==> config.mk <==
export PLATFORM = sky130hd
export DESIGN_NAME = nic_host_port
export DESIGN_NICKNAME = d
export VERILOG_FILES = /design/src/rtl/nic_host_port.sv
export SDC_FILE = /design/constraint.sdc
export NUM_CORES = 1
export LEC_CHECK = 0
export CAP_MARGIN = 25
export CORE_MARGIN = 2
export CORE_UTILIZATION = 45
export CTS_CLUSTER_SIZE = 40
export DETAILED_ROUTE_END_ITERATION = 8
export PLACE_DENSITY = 0.8
export SETUP_SLACK_MARGIN = 0.5
export SLEW_MARGIN = 10
export SYNTH_ARGS = -nofsm -noshare
export SYNTH_HDL_FRONTEND = slang
export SYNTH_SLANG_ARGS = --single-unit
==> constraint.sdc <==
create_clock -name clk -period 1.95 [get_ports clk]
set_input_delay 0.39 -clock clk [delete_from_list [all_inputs] [get_ports clk]]
set_output_delay 0.39 -clock clk [all_outputs]
set_load 0.01 [all_outputs]
==> src/rtl/nic_host_port.sv <==
`default_nettype none
// ============================================================================
// Module   : nic_host_port
// Purpose  : Processor-side master for one ring NIC register interface.
//            Takes outbound packets from a valid/ready stream and writes
//            them into the NIC output-channel buffer once the output status
//            reports not-full. Polls the NIC input status and drains inbound
//            packets onto a valid/ready stream.
// Ports    : clk, rst              - clock, synchronous active-high reset
//            addr/d_in/nicEN/nicWrEn/d_out - NIC register bus (outputs regd)
//            tx_valid/tx_ready/tx_data     - outbound packet stream
//            rx_valid/rx_ready/rx_data     - inbound packet stream
//            tx_count/rx_count             - wrapping packet counters
// Revision : 1.0 - initial release
// ============================================================================
module nic_host_port #(
  parameter int DATA_W   = 64,
  parameter int CNT_W    = 16,
  parameter int POLL_GAP = 0
) (
  input  logic              clk,
  input  logic              rst,
  output logic [1:0]        addr,
  output logic [DATA_W-1:0] d_in,
  output logic              nicEN,
  output logic              nicWrEn,
  input  logic [DATA_W-1:0] d_out,
  input  logic              tx_valid,
  output logic              tx_ready,
  input  logic [DATA_W-1:0] tx_data,
  output logic              rx_valid,
  input  logic              rx_ready,
  output logic [DATA_W-1:0] rx_data,
  output logic [CNT_W-1:0]  tx_count,
  output logic [CNT_W-1:0]  rx_count
);

  localparam logic [1:0] ADDR_IN_BUF   = 2'd0;
  localparam logic [1:0] ADDR_IN_STAT  = 2'd1;
  localparam logic [1:0] ADDR_OUT_BUF  = 2'd2;
  localparam logic [1:0] ADDR_OUT_STAT = 2'd3;

  localparam int GAP_W = (POLL_GAP > 0) ? $clog2(POLL_GAP + 1) : 1;
  localparam logic [GAP_W-1:0] GAP_END = GAP_W'((POLL_GAP > 0) ? POLL_GAP - 1 : 0);

  typedef enum logic [3:0] {
    IDLE    = 4'd0,
    TX_POLL = 4'd1,
    TX_CHK  = 4'd2,
    TX_WR   = 4'd3,
    RX_POLL = 4'd4,
    RX_CHK  = 4'd5,
    RX_RD   = 4'd6,
    RX_CAP  = 4'd7,
    GAP     = 4'd8
  } state_t;

  state_t             state;
  logic [DATA_W-1:0]  hold;      // outbound holding register
  logic               prio;      // 0 = TX wins a tie, 1 = RX wins a tie
  logic [GAP_W-1:0]   gap_cnt;

  // Holding register is full exactly when tx_ready is low.
  logic tx_elig;
  logic rx_elig;
  logic tx_grant;
  logic rx_grant;

  assign tx_elig  = ~tx_ready;
  assign rx_elig  = ~rx_valid;
  assign tx_grant = tx_elig & (~rx_elig | ~prio);
  assign rx_grant = rx_elig & (~tx_elig |  prio);

  always_ff @(posedge clk) begin
    if (rst) begin
      state    <= IDLE;
      addr     <= ADDR_IN_BUF;
      d_in     <= '0;
      nicEN    <= 1'b0;
      nicWrEn  <= 1'b0;
      tx_ready <= 1'b1;
      rx_valid <= 1'b0;
      rx_data  <= '0;
      tx_count <= '0;
      rx_count <= '0;
      hold     <= '0;
      prio     <= 1'b0;
      gap_cnt  <= '0;
    end else begin
      // Every access is a single-cycle strobe; states that issue one
      // re-assert it below.
      nicEN   <= 1'b0;
      nicWrEn <= 1'b0;

      if (rx_valid && rx_ready) begin
        rx_valid <= 1'b0;
      end

      if (tx_valid && tx_ready) begin
        hold     <= tx_data;
        tx_ready <= 1'b0;
      end

      case (state)
        IDLE: begin
          if (tx_grant) begin
            state <= TX_POLL;
            nicEN <= 1'b1;
            addr  <= ADDR_OUT_STAT;
            prio  <= ~prio;
          end else if (rx_grant) begin
            state <= RX_POLL;
            nicEN <= 1'b1;
            addr  <= ADDR_IN_STAT;
            prio  <= ~prio;
          end
        end

        // Read data for a request issued in the POLL/RD cycle is valid at the
        // end of the following cycle, which is why every read is followed by
        // a CHK/CAP state that samples d_out.
        TX_POLL: state <= TX_CHK;

        TX_CHK: begin
          if (d_out[0]) begin
            state   <= (POLL_GAP == 0) ? IDLE : GAP;
            gap_cnt <= '0;
          end else begin
            state   <= TX_WR;
            nicEN   <= 1'b1;
            nicWrEn <= 1'b1;
            addr    <= ADDR_OUT_BUF;
            d_in    <= hold;
          end
        end

        TX_WR: begin
          tx_count <= tx_count + 1'b1;
          tx_ready <= 1'b1;
          state    <= IDLE;
        end

        RX_POLL: state <= RX_CHK;

        RX_CHK: begin
          if (!d_out[0]) begin
            state   <= (POLL_GAP == 0) ? IDLE : GAP;
            gap_cnt <= '0;
          end else begin
            state <= RX_RD;
            nicEN <= 1'b1;
            addr  <= ADDR_IN_BUF;
          end
        end

        RX_RD: state <= RX_CAP;

        RX_CAP: begin
          rx_data  <= d_out;
          rx_valid <= 1'b1;
          rx_count <= rx_count + 1'b1;
          state    <= IDLE;
        end

        GAP: begin
          if (gap_cnt == GAP_END) begin
            gap_cnt <= '0;
            state   <= IDLE;
          end else begin
            gap_cnt <= gap_cnt + 1'b1;
          end
        end

        default: state <= IDLE;
      endcase
    end
  end

endmodule
`default_nettype wire

==> results of run 1 <==
-- cell families (layout without fill, tap and decap cells) --
family                   Yosys count  in the layout  share of synthesized area
buffers and inverters             80            439                     0.0375
multiplexers                       1              1                    0.00120
flip-flops                       234            234                      0.561
other                              0              1                          0
adder cells (fa/ha/maj)            2              2                    0.00300
XOR/XNOR                          20             20                     0.0210
AND/OR/NAND/NOR                  480            481                      0.235
AO/OA/AOI/OAI                    229            229                      0.141
-- cells in the mapped netlist (3+ instances only) --
| cell | number | share of area |
|---|---|---|
| o31ai_1 | 4 | 0.0036 |
| xor2_1 | 12 | 0.013 |
| inv_1 | 7 | 0.0031 |
| nor3_1 | 4 | 0.0024 |
| buf_2 | 10 | 0.0060 |
| nor2_1 | 27 | 0.012 |
| xnor2_1 | 8 | 0.0084 |
| clkbuf_1 | 55 | 0.025 |
| or4_1 | 5 | 0.0045 |
| nand2_1 | 400 | 0.18 |
| nand4_1 | 6 | 0.0045 |
| nand4b_1 | 3 | 0.0031 |
| and3_1 | 4 | 0.0030 |
| o21ai_0 | 8 | 0.0048 |
| nand3_1 | 11 | 0.0066 |
| dfxtp_1 | 234 | 0.56 |
| or3_1 | 7 | 0.0052 |
| buf_1 | 8 | 0.0036 |
| a21oi_1 | 211 | 0.13 |
-- power breakdown --
part	internal (uW)	leakage, uW	total (uW)	switching (uW)
clock	3100	0.000442	4990	1900
sequential	4910	0.00193	5010	95.7
combinational	611	0.00284	1180	572
total	8620	0.00522	11200	2560
-- per-stage QoR --
stage | cells | setup slack, ns | total power (uW)
finish | 1636 | 0.401 | 11200
global route | 1636 | 0.359 | 11600
CTS | 1616 | 0.424 | 11200
detailed placement | 1537 | 0.0158 | 6200
global placement | 1537 | 0.0568 | 6180
floorplan | 1046 | 0.441 | 5590
-- state kept, by name, indices dropped and copies added, names as in the netlist --
| name | cells |
|---|---|
| tx_ready | 1 |
| nicEN | 1 |
| nicWrEn | 1 |
| rx_valid | 1 |
| rx_data | 64 |
| prio | 1 |
| hold | 64 |
| rx_count | 16 |
| state | 3 |
| d_in | 64 |
| addr | 2 |
| tx_count | 16 |
-- critical path: stages, from the launching register on --
cell	delay (ns)
dfxtp_4	0.37
nand3_1	0.08
or4_4	0.55
or3_1	0.35
a21oi_2	0.14
-- routing by layer --
layer,vias up,share of wire,wire [um]
met1,3949,0.39,10100
met3,63,0.084,2190
met2,304,0.49,12800
met4,0,0.031,813
met5,-,0,0
li1,4120,-,-
-- path summary, 6_finish.rpt --
path                            slack [ns]          from            to
worst min register to register        0.45      hold[49]      d_in[49]
worst max register to register        0.40  rx_count[10]  rx_count[15]
worst max-delay path                  0.40  rx_count[10]  rx_count[15]
worst min-delay path                  0.34           rst       d_in[3]
-- final cells by class --
class,count,share of cell area
Antenna cell,1,0.000193
Clock buffer,35,0.0583
Clock inverter,10,0.0107
Inverter,7,0.00203
Multi-Input combinational cell,733,0.289
Sequential cell,234,0.373
Tap cell,229,0.0221
Timing Repair Buffer,387,0.245
-- timing repair --
action | in CTS | in global routing
endpoints found under the setup margin | 251 | 159
cloned | 1 | 7
buffers inserted | 33 | 12
pin swaps | 13 | 16
gates resized for setup | 729 | 77
==> summary.md, run 1 <==
| Metric | Value |
|---|---|
| TritonRoute pass-1 iters | `9` |
| ANT nets after route | `0` |
| M3 GR Usage | `0.0718` |
| Met2 usage | `0.422` |
| Layout cells sized above 1 | `0.312` |
| Final Util | `0.716` |
| GRT overflow | `0` |
| Rows | `49` |
| Post-Synthesis Cells | `approximately 1000` |
| CTS Hold Bufs | `0` |
| Worst-Margin Slew | `between 0.5 and 0.6 ns` |
| Core area | `18100 um^2` |
| Vias per Instance | `5.16` |
| Post-layout minimum cycle time | `roughly 1.5 ns` |
| 1st-iter DRT viols | `about 360` |
| Worst EP required | `between 2 and 2.5 ns` |
| Crit path arrival time | `a little under 2 ns` |
| Post-synth EDFFs | `0` |
| Die extent in y | `140 um` |
| Synth cell types | `36` |
| Clock-pin slew on the worst setup and hold paths | `about 0.06 ns` |
| Slew Viols, Final | `0` |
| Die ar. | `about 20000 um^2` |
| Worst Hold Depth | `2` |
| CTS Sinks | `around 230` |
| GR Util met1 | `0.285` |
| FILL cells | `~1400` |
| Initial antenna violation count | `1` |
| Fraction of registers with async set/reset | `0` |
| Drt total wl | `approximately 26 mm` |
| Clock Latency Late Sink | `just over 0.5 ns` |
| Worst-path fanout max | `5` |
| Violated checks | `design-rule violations` |
| HPWL Detailed | `roughly 16 mm` |
| Fmax | `646 MHz` |
| Seq/Total Area, Yosys | `0.561` |
| Max Root-Sink Buffers | `3` |
| First-pass GRT wire length | `39.6 mm` |
| Worst Hold Class | `in -> reg` |
| Peak supply drop | `around 800 uV` |
| Leak | `roughly 0.0052 uW` |
| Ys Warns | `0` |
| Reg area | `4820 um^2` |
| Largest net degree at the start of global routing | `65` |
| IO Port Bufs | `around 300` |
| CTS Buf Count | `25` |
| Max_slew headroom | `0.608` |
| Setup TNS | `0 ns` |
| RSZ-0062 raised after global routing | `true` |
| Vias in the first global route | `8037` |
| Nets | `between 1500 and 2000` |
| Mapped Nets | `between 1000 and 1500` |
| Placed inst area | `between 10000 and 15000 um^2` |
| Critical Path End Type | `flop` |
| Initial Util | `0.461` |
| Die X | `about 140 um` |
| Root Buffer | `clkbuf_16` |
| Area grow syn2layout | `55.1%` |
| Clock Skews | `between 0.005 and 0.006 ns` |
| Final RePlAce weighted congestion | `just over 0.8` |
| Pwr dens | `about 860 nW/um^2` |
| Tcrit/Tclk final | `0.794` |
| Reg2Reg Depth | `4` |
| Hold Fails Final Rpt | `0` |
| Max_cap viols | `0` |
| Top Ports | `around 300` |
| Total Routing Usage GR | `0.242` |
| Setup crit start kind | `flop` |
| Drt wl/cell | `15.9 um` |
| Vias | `around 8400` |
| Register bit total from synthesis | `between 200 and 250` |
| Synth Area per Inst | `approximately 8.0 um^2` |
| Hold slack | `0.343 ns` |
| CTS tree | `yes` |
| Commonest cells after routing, fill and taps aside | `nand2_1 (397), dfxtp_1 (171), a21oi_1 (170)` |
| Busiest grt layer | `met2` |
| Post-Synthesis Cell Area | `about 8300 um^2` |
| Final setup fails | `0` |
| Post-synth top flop | `dfxtp_1` |
| Status | `complete, but fails checks` |
| CTS H-tree lvls | `1` |
| Multi-input combinational cell area | `3740 um^2` |
| Leading cell type in the layout, fill and taps excluded | `nand2_1` |
| Crit Path Category | `reg -> reg` |
| DRC violations left | `25` |
| Design area | `roughly 13000 um^2` |
(Power assumes the default switching activity.)
==> run 2: changes to the inputs <==
--- a/config.mk
+++ b/config.mk
@@ -7,10 +7,10 @@
 export LEC_CHECK = 0
 export CAP_MARGIN = 25
 export CORE_MARGIN = 2
-export CORE_UTILIZATION = 45
+export CORE_UTILIZATION = 40
 export CTS_CLUSTER_SIZE = 40
 export DETAILED_ROUTE_END_ITERATION = 8
-export PLACE_DENSITY = 0.8
+export PLACE_DENSITY = 0.75
 export SETUP_SLACK_MARGIN = 0.5
 export SLEW_MARGIN = 10
 export SYNTH_ARGS = -nofsm -noshare
==> constraint.sdc (replaced) <==
create_clock -name clk -period 1.3 [get_ports clk]
set_input_delay 0.26 -clock clk [delete_from_list [all_inputs] [get_ports clk]]
set_output_delay 0.26 -clock clk [all_outputs]
set_load 0.01 [all_outputs]
==> run 2 against run 1 <==
Against the previous run:
- the run ends with negative setup slack left
- largest power group is now clock
- clock-buffer cell count fell by 2
- flip-flop and latch count is the same
- utilization rose by 10 points
- critical endpoint is now rx_data[1]
- final cell count rose by 9.0%
==> summary.md, run 2 (same netlist as run 1, synthesis figures left out) <==
| Metric | Value |
|---|---|
| Setup TNS | `-36.01 ns (was 0 ns)` |
| GRT overflow | `0 (unchanged)` |
| Total Routing Usage GR | `0.238 (was 0.242)` |
| IO Port Bufs | `297 (unchanged)` |
| CTS Sinks | `234 (unchanged)` |
| Crit path buf inv count | `4 (was 0)` |
| Top Ports | `298 (unchanged)` |
| Commonest cells after routing, fill and taps aside | `nand2_1 (268), buf_6 (215), dfxtp_2 (146) (was nand2_1 (397), dfxtp_1 (171), a21oi_1 (170))` |
| DRC violations left | `0 (was 25)` |
| CP cell instances | `buf_12, buf_4, buf_8, and3_4, buf_12, nand2_1, a21oi_1 (was nand3_1, or4_4, or3_1, a21oi_2)` |
| Placed inst area | `12400 um^2 (was 11900 um^2)` |
| Die ar. | `22000 um^2 (was 19700 um^2)` |
| Design area | `16700 um^2 (was 12900 um^2)` |
| Hold Fails Final Rpt | `0 (unchanged)` |
| Initial Util | `0.410 (was 0.461)` |
| Hold slack | `0.139 ns (was 0.343 ns)` |
| Max_slew headroom | `0.683 (was 0.608)` |
| CTS H-tree lvls | `1 (unchanged)` |
| Vias per Instance | `5.36 (was 5.16)` |
| Final worst slack | `-0.325 ns (was 0.401 ns)` |
| Final RePlAce weighted congestion | `0.796 (was 0.815)` |
| 1st-iter DRT viols | `411 (was 356)` |
| Crit path max-delay cell type | `dfxtp_4 (was or4_4)` |
| Pwr Total | `18300 uW (was 11200 uW)` |
| TritonRoute pass-1 iters | `8 (was 9)` |
| Leak | `0.00695 uW (was 0.00522 uW)` |
| HPWL Detailed | `16.8 mm (was 16.2 mm)` |
| Final Util | `0.819 (was 0.716)` |
| Layout cells sized above 1 | `0.586 (was 0.312)` |
| Final setup fails | `183 (was 0)` |
| Max_cap viols | `0 (unchanged)` |
| Crit path arrival time | `2.04 ns (was 1.99 ns)` |
| Worst-Margin Slew | `0.475 ns (was 0.588 ns)` |
| Worst-path fanout max | `8 (was 5)` |
| Die extent in y | `148 um (was 140 um)` |
| Post-layout minimum cycle time | `1.62 ns (was 1.55 ns)` |
| Fmax | `615 MHz (was 646 MHz)` |
| Slew Viols, Final | `0 (unchanged)` |
| Initial antenna violation count | `0 (was 1)` |
| RSZ-0062 raised after global routing | `true (unchanged)` |
| Drt total wl | `36.8 mm (was 26.0 mm)` |
| First-pass GRT wire length | `43.1 mm (was 39.6 mm)` |
| Clock Latency Late Sink | `0.52 ns (was 0.51 ns)` |
| Crit path top cell by count | `buf_12` |
| Max Root-Sink Buffers | `3 (unchanged)` |
| Vias in the first global route | `8685 (was 8037)` |
| Tcrit/Tclk final | `1.25 (was 0.794)` |
| Core area | `20400 um^2 (was 18100 um^2)` |
| Die X | `148 um (was 140 um)` |
| Crit Path Category | `reg -> reg (unchanged)` |
| Rows | `52 (was 49)` |
| Clock Skews | `0.00786 ns (was 0.00535 ns)` |
| CTS Buf Count | `25 (unchanged)` |
| Clock-pin slew on the worst setup and hold paths | `0.07 ns (was 0.06 ns)` |
| CP max stage delay | `0.37 ns (was 0.55 ns)` |
| CP top delay family | `buffers and inverters (was simple AND/OR/NAND/NOR gates)` |
| Drt wl/cell | `20.6 um (was 15.9 um)` |
| Violated checks | `negative setup slack (was design-rule violations)` |
| Area grow syn2layout | `99.8% (was 55.1%)` |
| Inserted Diodes | `0 (was 1)` |
| Leading cell type in the layout, fill and taps excluded | `nand2_1 (unchanged)` |
| Largest net degree at the start of global routing | `61 (was 65)` |
| Critical Path End Type | `flop (unchanged)` |
| Peak supply drop | `854 uV (was 805 uV)` |
| Pwr dens | `1090 nW/um^2 (was 864 nW/um^2)` |
| Biggest regs | `d_in (64), hold (64), rx_data (64) (unchanged)` |
| CTS tree | `yes (unchanged)` |
| Root Buffer | `clkbuf_16 (unchanged)` |
| Worst Hold Class | `in -> reg (unchanged)` |
| Vias | `9557 (was 8436)` |
| Setup crit start kind | `flop (unchanged)` |
| Worst EP required | `1.72 ns (was 2.39 ns)` |
| ANT nets after route | `0 (unchanged)` |
| Nets | `1629 (was 1522)` |
| Status | `complete, but fails checks (unchanged)` |
## run 2: what timing repair did
item / in CTS / in global routing
buffers inserted: 42 / 42
setup endpoints to repair: 400 / 400
cloned: 7 / 21
resized for setup: 1082 / 384
hold buffers: 0 / 0
pin swaps: 43 / 161
## run 2: area by class of cell
type / instances / area, um^2
fillers: 1024 / 3690
flip-flops and latches: 234 / 4950
repair buffers: 492 / 5540
clock buffers: 33 / 686
well taps: 270 / 338
clock inverters: 12 / 193
inverters: 7 / 26.3
multi-input cells: 735 / 4940
## run 2: final timing paths
check | from | end | slack [ns] | cells past startpoint
max | state[2] | rx_data[1] | -0.32 | 7
min | rst | addr[1] | 0.14 | 2
min reg2reg | hold[50] | d_in[50] | 0.44 | 2
max reg2reg | state[2] | rx_data[1] | -0.32 | 7
## run 2: through the flow
stage          setup WS, ns  cells
3_5_place_dp         -0.480   1626
5_1_grt              -0.388   1783
2_1_floorplan        -0.188   1046
3_3_place_gp         -0.450   1626
4_1_cts              -0.257   1720
6_report             -0.325   1783
## run 2: where the power goes
part / internal [uW] / switching [uW]
combinational: 1560 / 1360
clock: 4700 / 3030
sequential: 7390 / 214
total: 13700 / 4610
## run 2: worst register-to-register path, delay by kind of cell (launching register included)
| kind | cells | cell delay [ns] |
|---|---|---|
| buf+inv | 4 | 0.51 |
| flops | 1 | 0.37 |
| compound gates | 1 | 0.21 |
| simple gates | 2 | 0.42 |
## run 2: routing by layer
| metal | wire length [um] | global-route usage |
|---|---|---|
| met2 | 18800 | 0.434 |
| met1 | 13200 | 0.268 |
| met5 | 0 | 0 |
| met3 | 2880 | 0.0672 |
| met4 | 1820 | 0.0786 |
==> run 3: changes to the inputs <==
--- a/config.mk
+++ b/config.mk
@@ -8,7 +8,7 @@
 export CAP_MARGIN = 25
 export CORE_MARGIN = 2
 export CORE_UTILIZATION = 40
-export CTS_CLUSTER_SIZE = 40
+export CTS_CLUSTER_SIZE = 8
 export DETAILED_ROUTE_END_ITERATION = 8
 export PLACE_DENSITY = 0.75
 export SETUP_SLACK_MARGIN = 0.5
==> constraint.sdc (replaced) <==
create_clock -name clk -period 1.3 [get_ports clk]
set_input_delay 0.13 -clock clk [delete_from_list [all_inputs] [get_ports clk]]
set_output_delay 0.13 -clock clk [all_outputs]
set_load 0.01 [all_outputs]
==> run 3 against run 2 <==
Against the previous run:
- non-clock buffer count decreased by 28
- the flow still finishes with violations (negative setup slack)
- global-route usage increased by 1.2 points
- combinational power decreased by 11%
- die area unchanged
- clock skew increased by 0.0082 ns
- final area decreased by 4.5%
- critical path depth unchanged
- final cell count decreased by 1.7%
- clock power increased by 4.7%
- fmax increased by 2.4%
- wire length decreased by 12%
- largest cell class unchanged
- power increased by 0.23%
==> summary.md, run 3 (same netlist as run 1, synthesis figures left out) <==
| Metric | Value |
|---|---|
| Post-layout minimum cycle time | `1.59 ns (was 1.62 ns)` |
| Die extent in y | `148 um (unchanged)` |
| Initial antenna violation count | `0 (unchanged)` |
| CTS H-tree lvls | `2 (was 1)` |
| Max_cap viols | `0 (unchanged)` |
| Final setup fails | `110 (was 183)` |
| Reg2Reg Depth | `7 (unchanged)` |
| CTS Hold Bufs | `0 (unchanged)` |
| Layout cells sized above 1 | `0.481 (was 0.586)` |
| Crit path arrival time | `1.99 ns (was 2.04 ns)` |
| Register-to-register setup slack | `-0.29 ns (was -0.32 ns)` |
| CTS tree | `yes (unchanged)` |
| ANT nets after route | `0 (unchanged)` |
| Design area | `15900 um^2 (was 16700 um^2)` |
| Drt total wl | `32.5 mm (was 36.8 mm)` |
| Crit path to | `d_in[31] (was rx_data[1])` |
| Peak supply drop | `958 uV (was 854 uV)` |
| Combinational share of power | `0.142 (was 0.160)` |
| Multi-input combinational cell area | `4290 um^2 (was 4940 um^2)` |
| First-pass GRT wire length | `44.4 mm (was 43.1 mm)` |
| Reg area | `4950 um^2 (about the same)` |
| Reg-to-reg startpoint | `state[2] (unchanged)` |
| Internal power | `13900 uW (was 13700 uW)` |
| HPWL Detailed | `16.8 mm (about the same)` |
| Vias per Instance | `5.20 (was 5.36)` |
| Worst EP required | `1.70 ns (was 1.72 ns)` |
| Worst Hold Depth | `2 (unchanged)` |
| Max_slew headroom | `0.701 (was 0.683)` |
| Pwr Total | `18300 uW (about the same)` |
| CTS Sinks | `234 (unchanged)` |
| Violated checks | `negative setup slack (unchanged)` |
| Area grow syn2layout | `90.8% (was 99.8%)` |
| Worst Hold Class | `in -> reg (unchanged)` |
| Seq pwr share | `0.416 (about the same)` |
| DRC violations left | `0 (unchanged)` |
| 1st-iter DRT viols | `300 (was 411)` |
| FILL cells | `1229 (was 1024)` |
| RSZ-0062 raised after global routing | `true (unchanged)` |
| Placed inst area | `12400 um^2 (about the same)` |
| Worst-Margin Slew | `0.449 ns (was 0.475 ns)` |
| GRT overflow | `0 (unchanged)` |
| Hold slack | `0.0406 ns (was 0.139 ns)` |
| CP Launch Point | `state[2] (unchanged)` |
| Crit Path Category | `reg -> reg (unchanged)` |
| CTS Buf Count | `35 (was 25)` |
| Setup TNS | `-19.33 ns (was -36.01 ns)` |
| TritonRoute pass-1 iters | `5 (was 8)` |
| Pwr dens | `1150 nW/um^2 (was 1090 nW/um^2)` |
| Hold Fails Final Rpt | `0 (unchanged)` |
| Drt wl/cell | `18.5 um (was 20.6 um)` |
| Sw frac | `0.240 (was 0.252)` |
| Max Root-Sink Buffers | `3 (unchanged)` |
| Critical Path End Type | `flop (unchanged)` |
| Psw | `4400 uW (was 4610 uW)` |
| Fmax | `630 MHz (was 615 MHz)` |
| Die ar. | `22000 um^2 (unchanged)` |
| Largest net degree at the start of global routing | `47 (was 61)` |
| Crit Reg-Reg Endpoint | `d_in[31] (was rx_data[1])` |
| Slew Viols, Final | `0 (unchanged)` |
| Setup crit start kind | `flop (unchanged)` |
| Nets | `1608 (was 1629)` |
| Top Ports | `298 (unchanged)` |
| Inserted Diodes | `0 (unchanged)` |
| Biggest regs | `d_in (64), hold (64), rx_data (64) (unchanged)` |
| Total Routing Usage GR | `0.250 (was 0.238)` |
| Final worst slack | `-0.286 ns (was -0.325 ns)` |
| Clock Skews | `0.0161 ns (was 0.00786 ns)` |
| Leading cell type in the layout, fill and taps excluded | `nand2_1 (unchanged)` |
| Leak | `0.00647 uW (was 0.00695 uW)` |
| Clock power share | `0.443 (was 0.424)` |
| Rows | `52 (unchanged)` |
| Clock-pin slew on the worst setup and hold paths | `0.05 ns (was 0.07 ns)` |
| Root Buffer | `clkbuf_16 (unchanged)` |
| Initial Util | `0.410 (unchanged)` |
| IO Port Bufs | `297 (unchanged)` |
| Worst-path fanout max | `12 (was 8)` |
| Tcrit/Tclk final | `1.22 (was 1.25)` |
| Core area | `20400 um^2 (unchanged)` |
| Die X | `148 um (unchanged)` |
| Commonest cells after routing, fill and taps aside | `nand2_1 (324), buf_6 (209), a21oi_1 (156) (was nand2_1 (268), buf_6 (215), dfxtp_2 (146))` |
| Clock Latency Late Sink | `0.49 ns (was 0.52 ns)` |
| Vias in the first global route | `8788 (was 8685)` |
| Worst slack, placed | `-0.360 ns (was -0.480 ns)` |
| Vias | `9107 (was 9557)` |
| Final RePlAce weighted congestion | `0.784 (was 0.796)` |
| Status | `complete, but fails checks (unchanged)` |
[run 3: cell types whose count changed in the layout (fill, tap and decap cells not counted), sizes merged]
cell	change
and3	-2
inv	-1
clkinv	-6
and2	-1
bufinv	-5
buf	-23
clkbuf	+7
clkinvlp	+1
[run 3: how the worst min path moves through the flow]
| stage | start | endpoint |
|---|---|---|
| final | rst | tx_count[1] |
| after global routing | rst | tx_count[2] |
| after CTS | rst | tx_count[1] |
| after detailed placement | hold[46] | d_in[46] |
| after global placement | hold[34] | d_in[34] |
| after floorplan | tx_data[0] | hold[0] |
[run 3: through the flow]
step / instances / utilization
finish: 1753 / 0.782
global route: 1753 / 0.782
CTS: 1722 / 0.731
detailed placement: 1623 / 0.607
global placement: 1623 / 0.607
floorplan: 1046 / -
[run 3: layout make-up]
type	count	area share
Clock buffer	45	0.0600
Inverter	7	0.00165
Tap cell	270	0.0212
Clock inverter	1	0.000471
Timing Repair Buffer	464	0.337
Sequential cell	234	0.311
Multi-Input combinational cell	732	0.269
[run 3: worst max-delay path: stages, from the launching register on]
cell and delay [ns]:
dfxtp_4 0.36, buf_6 0.12, nor4b_4 0.32, buf_6 0.18, buf_12 0.13, buf_16 0.14, nand2_1 0.08, a21oi_2 0.16
[run 3: power by group through the flow]
stage	combinational, uW	clock, uW	sequential (uW)
final	2590	8100	7610
after global routing	2740	8550	7620
after CTS	2170	8150	7580
after detailed placement	1680	0	7680
after global placement	1670	0	7670
after floorplan	787	0	7680
[run 3: metal layers]
metal  track usage  part of all wire  up-vias
met5             0                 0        -
met2         0.454              0.53      369
li1              -                 -     4294
met4         0.103             0.032        0
met1         0.269              0.36     4349
met3        0.0801             0.083       95
[run 3: timing repair]
item,4_1_cts,5_1_grt
buffers inserted,39,21
gates resized for setup,1118,164
pin swaps,57,56
gates cloned,14,10
endpoints found under the setup margin,400,400
